==> config.mk <==
export PLATFORM = sky130hd
export DESIGN_NAME = add_seq_chunked
export DESIGN_NICKNAME = d
export VERILOG_FILES = /design/src/rtl/alu_pkg.sv /design/src/rtl/add_chunk.sv /design/src/rtl/add_seq_chunked.sv
export SDC_FILE = /design/constraint.sdc
export NUM_CORES = 1
export LEC_CHECK = 0
export CAP_MARGIN = 10
export CORE_MARGIN = 2
export CORE_UTILIZATION = 35
export CTS_CLUSTER_DIAMETER = 30
export DETAILED_ROUTE_END_ITERATION = 16
export SLEW_MARGIN = 20
export SYNTH_ARGS = -nofsm -noshare
export SYNTH_HDL_FRONTEND = slang
export SYNTH_HIERARCHICAL = 1
export SYNTH_SLANG_ARGS = --single-unit
==> constraint.sdc <==
create_clock -name clk -period 8.5 [get_ports clk]
set_input_delay 1.275 -clock clk [delete_from_list [all_inputs] [get_ports clk]]
set_output_delay 1.275 -clock clk [all_outputs]
set_load 0.1 [all_outputs]
==> src/rtl/alu_pkg.sv <==
// Shared ALU definitions: operation encodings, flag bit positions,
// sequencer state encoding and a small sizing helper.
package alu_pkg;

    // Operation select for the add/sub datapath
    localparam logic ALU_OP_ADD = 1'b0;
    localparam logic ALU_OP_SUB = 1'b1;

    // Bit positions inside a packed {N,Z,V,C} flag vector
    localparam int FLAG_C = 0;
    localparam int FLAG_V = 1;
    localparam int FLAG_Z = 2;
    localparam int FLAG_N = 3;
    localparam int NUM_FLAGS = 4;

    // Sequencer states
    typedef enum logic [1:0] {
        ST_IDLE = 2'd0,
        ST_RUN  = 2'd1,
        ST_DONE = 2'd2
    } state_t;

    // Counter width able to hold 0..n-1, never narrower than one bit
    function automatic int idx_width(input int n);
        return (n > 1) ? $clog2(n) : 1;
    endfunction

endpackage

==> src/rtl/add_chunk.sv <==
// Combinational CHUNK-bit adder slice. Besides sum and carry-out it
// reports the carry flowing into its MSB so the caller can derive
// signed overflow on the most significant slice.
module add_chunk #(
    parameter int CHUNK = 4
) (
    input  logic [CHUNK-1:0] a,
    input  logic [CHUNK-1:0] b,
    input  logic             ci,
    output logic [CHUNK-1:0] s,
    output logic             co,
    output logic             c_msb_in
);

    logic [CHUNK:0] w_full;

    assign w_full   = {1'b0, a} + {1'b0, b} + {{CHUNK{1'b0}}, ci};
    assign s        = w_full[CHUNK-1:0];
    assign co       = w_full[CHUNK];
    // Sum bit = a ^ b ^ carry_in, so the carry into the MSB falls out of an XOR
    assign c_msb_in = w_full[CHUNK-1] ^ a[CHUNK-1] ^ b[CHUNK-1];

endmodule

==> src/rtl/add_seq_chunked.sv <==
// Multi-cycle adder/subtractor. One CHUNK-bit slice is added per clock,
// with the inter-slice carry held in a register, so the critical path is
// a CHUNK-bit carry chain rather than a WIDTH-bit one.
module add_seq_chunked
    import alu_pkg::*;
#(
    parameter int WIDTH = 16,
    parameter int CHUNK = 4
) (
    input  logic             clk,
    input  logic             rst,
    input  logic             in_valid,
    output logic             in_ready,
    input  logic [WIDTH-1:0] a,
    input  logic [WIDTH-1:0] b,
    input  logic             c_in,
    input  logic             sub,
    output logic             out_valid,
    input  logic             out_ready,
    output logic [WIDTH-1:0] sum,
    output logic             c_out,
    output logic             ovf,
    output logic             zero,
    output logic             neg
);

    localparam int NCHUNK = WIDTH / CHUNK;
    localparam int IDXW   = idx_width(NCHUNK);
    localparam logic [IDXW-1:0] LAST_IDX = IDXW'(NCHUNK - 1);

    // Reject slice sizes that do not tile the operand exactly
    generate
        if (CHUNK < 1 || (WIDTH % CHUNK) != 0) begin : g_bad_chunk
            $error("add_seq_chunked: WIDTH must be a multiple of CHUNK");
        end
    endgenerate

    state_t                 r_state;
    logic [IDXW-1:0]        r_idx;
    logic [WIDTH-1:0]       r_a;
    logic [WIDTH-1:0]       r_b;
    logic                   r_carry;
    logic [WIDTH-1:0]       r_sum;
    logic [NUM_FLAGS-1:0]   r_flags;
    logic                   r_out_valid;

    logic [CHUNK-1:0]       w_a_chunk;
    logic [CHUNK-1:0]       w_b_chunk;
    logic [CHUNK-1:0]       w_s_chunk;
    logic                   w_co;
    logic                   w_c_msb_in;
    logic [WIDTH-1:0]       w_sum_next;

    // Pick the slice addressed by the running index
    always_comb begin
        w_a_chunk = r_a[int'(r_idx) * CHUNK +: CHUNK];
        w_b_chunk = r_b[int'(r_idx) * CHUNK +: CHUNK];
    end

    add_chunk #(
        .CHUNK    (CHUNK)
    ) u_add_chunk (
        .a        (w_a_chunk),
        .b        (w_b_chunk),
        .ci       (r_carry),
        .s        (w_s_chunk),
        .co       (w_co),
        .c_msb_in (w_c_msb_in)
    );

    // Result with the current slice merged in; used for the zero flag too
    always_comb begin
        w_sum_next = r_sum;
        w_sum_next[int'(r_idx) * CHUNK +: CHUNK] = w_s_chunk;
    end

    // Sequencer: accept operands, add one slice per cycle, hold result until taken
    always_ff @(posedge clk) begin
        if (rst) begin
            r_state     <= ST_IDLE;
            r_idx       <= '0;
            r_a         <= '0;
            r_b         <= '0;
            r_carry     <= 1'b0;
            r_sum       <= '0;
            r_flags     <= '0;
            r_out_valid <= 1'b0;
        end else begin
            case (r_state)
                ST_IDLE: begin
                    if (in_valid) begin
                        // Subtraction is a + ~b + 1: invert B once and seed the carry
                        r_a     <= a;
                        r_b     <= b ^ {WIDTH{sub}};
                        r_carry <= (sub == ALU_OP_SUB) ? 1'b1 : c_in;
                        r_idx   <= '0;
                        r_state <= ST_RUN;
                    end
                end
                ST_RUN: begin
                    r_sum   <= w_sum_next;
                    r_carry <= w_co;
                    if (r_idx == LAST_IDX) begin
                        r_flags[FLAG_C] <= w_co;
                        r_flags[FLAG_V] <= w_c_msb_in ^ w_co;
                        r_flags[FLAG_Z] <= (w_sum_next == '0);
                        r_flags[FLAG_N] <= w_s_chunk[CHUNK-1];
                        r_out_valid     <= 1'b1;
                        r_state         <= ST_DONE;
                    end else begin
                        r_idx <= r_idx + 1'b1;
                    end
                end
                ST_DONE: begin
                    if (out_ready) begin
                        r_out_valid <= 1'b0;
                        r_state     <= ST_IDLE;
                    end
                end
                default: begin
                    r_out_valid <= 1'b0;
                    r_state     <= ST_IDLE;
                end
            endcase
        end
    end

    assign in_ready  = (r_state == ST_IDLE) && !rst;
    assign out_valid = r_out_valid;
    assign sum       = r_sum;
    assign c_out     = r_flags[FLAG_C];
    assign ovf       = r_flags[FLAG_V];
    assign zero      = r_flags[FLAG_Z];
    assign neg       = r_flags[FLAG_N];

endmodule

==> flow_summary.toml <==
[status]
status = "finished clean"

[drt]
wire_per_inst_um = 12.8
wl_um = 6150
detail-route-antenna-nets = 0
drt_pass1_iterations = 4
vias_per_cell = 4.94
drc_errors = 0
drtIter0Drc = 82
vias = 2379

[layout]
nets = 421
drive_above_1_share_pct = 7.96
final_cell_mix = "clkdlybuf4s50_1 (58), dfxtp_1 (58), nand2_1 (46)"
area_growth_pct = 27.4
antennaDiodeCount = 0
finish.utilization_pct = 45.4

[worst_setup_path]
crit_start = "rst"
end_kind = "output pin"
reg2reg_depth = 10
arrival_ns = 3.16
reg2reg_from = "r_idx[0]"
r2r_slack_ns = 5.45
crit_type = "in -> out"
worstReg2RegEnd = "r_flags[2]"
path_max_fanout = 60
worstPathRequired_ns = 7.22
cp-start-kind = "input port"

[logic_synthesis]
synth_top_area_share_pct = 40.2
synth_area_leaders = "dfxtp_1 (40%), xnor2_1 (6.7%), mux4_2 (6.2%), nand2_1 (6.0%), nor2_1 (4.8%)"
synth_compound_area_share_pct = 16.3
synth_top_family_by_area = "simple AND/OR/NAND/NOR gates"
yosysWarnings = 6
synth_edf_count = 0
async_reset_ff_share_pct = 0
synthMuxAreaShare_pct = 7.33
yosysUniqueCellTypes = 45
synth-xor-area-share_pct = 6.68
netlist_area_um2 = 2890
synth_fp_nets = 372
syn_area_per_cell_um2 = 8.94
yosysSeqAreaShare_pct = 40.2
synthSimpleGateAreaFrac_pct = 19.2
synth_ff_type = "dfxtp_1"
ys_seq_elements = 58
synthAdderAreaFrac_pct = 5.29
synth_largest_area_cell = "dfxtp_1"
synthCells = 323

[floorplanning]
core_area_um2 = 8090
start_util_pct = 35.7
die_area_um2 = 8990
fp-row-count = 33
die_x_um = 94.8
die_h_um = 94.8
io_pins = 60

[global_routing]
grt_max_degree = 61
gr-total-overflow = 0
grt_pass1_wl_um = 10100
antenna_found_initial = 0
grt_usage_pct = 14.6
grt_pass1_vias = 2181

[min_path]
hold_class = "reg -> reg"
hold_start = "r_a[9]"
min_to = "r_a[9]"
hold_depth = 2

[cts]
post_cts_buffers = 0
numCtsBuffers = 9
htreeDepth = 3
clk_pin_slew_ns = 0.06
cts.sinks = 58
ctsResizeCount = 0
holdBufCountCts = 0
ctsLongestPathBuffers = 2
clock_latency_ns = 0.33
cts_tree = "done"
cts_root_buf = "clkbuf_8"

[power]
peakVddDrop_mv = 0.0637
power.total_w = 0.000642
p_leak_nw = 1.31
p_per_area_nw_per_um2 = 175

[placed_design]
gp_congestion = 0.860
post-dp-hpwl_um = 4340
io_buffers = 59

[sta]
fin_tns_setup_ns = 0
slew-limit-headroom_pct = 29.2
min_period_ns = 4.43
setup-violations-final = 0
finalClockSkew_ns = 0.00684
finalCritPeriodShare_pct = 52.2
drv_slew = 0
max_freq_mhz = 226
rsz0062_at_grt = "false"
worstMarginPinSlew_ns = 1.06
hold_viol_final = 0
whs_ns = 0.453

[flow_run]
cap_violations = 0
-- critical path, stage by stage --
cell,delay (ns)
buf_2,0.79
nor3_1,0.08
clkdlybuf4s50_1,1.01
-- logic make-up after synthesis --
family	after synthesis
compound gates	71
xor+xnor	22
fa+ha+maj	11
buf+inv	31
flops	58
mux	11
simple gates	119
-- synth_stat cells, drive strengths merged, types with 8 or more instances --
library cell   n
xnor2         22
inv            8
a211oi        18
nand2         46
nor2          37
dfxtp         58
a22oi         12
a21oi         28
buf           16
mux4           8
ha             9
-- flip-flops by register name (all words and copies together), names as in the netlist --
signal	count
r_state	2
r_flags	4
r_carry	1
r_a	16
sum	16
r_b	16
r_idx	2
out_valid	1
-- through the flow --
step / std cells / setup WS (ns) / area, um^2
after detailed placement: 466 / 4.06 / 3510
after global routing: 482 / 3.95 / 3680
after CTS: 482 / 4.06 / 3680
final: 482 / 4.07 / 3680
after global placement: 466 / 4.07 / 3510
after floorplan: 323 / 3.58 / 2890
-- routing by layer --
| metal | track usage (%) | up-vias | wire, um |
|---|---|---|---|
| li1 | - | 1231 | - |
| met3 | 5.19 | 7 | 387 |
| met1 | 18.7 | 1079 | 2980 |
| met2 | 22.3 | 62 | 2720 |
| met4 | 5.92 | 0 | 64 |
| met5 | 0 | - | 0 |
-- worst max-delay path by stage --
stage / to / cells after the start / slack, ns
after CTS: in_ready / 3 / 4.06
after global placement: in_ready / 3 / 4.07
after detailed placement: in_ready / 3 / 4.06
after global routing: in_ready / 3 / 3.95
final: in_ready / 3 / 4.07
after floorplan: in_ready / 3 / 3.58
-- report_power, final --
group	total (W)	switching [W]	internal [W]	leakage, nW
combinational	0.000133	0.0000742	0.0000584	0.745
sequential	0.000294	0.00000829	0.000286	0.474
clock	0.000215	0.000103	0.000112	0.0872
-- area by class of cell --
class                           count  area (um^2)
Fill cell                         848         4420
Multi-Input combinational cell    234         1590
Sequential cell                    58         1160
Timing Repair Buffer               61          601
Clock buffer                       13          149
Tap cell                          105          131
Inverter                            8         30.0
Clock inverter                      3         15.0
Note: power is estimated with default switching activity, not from simulation.
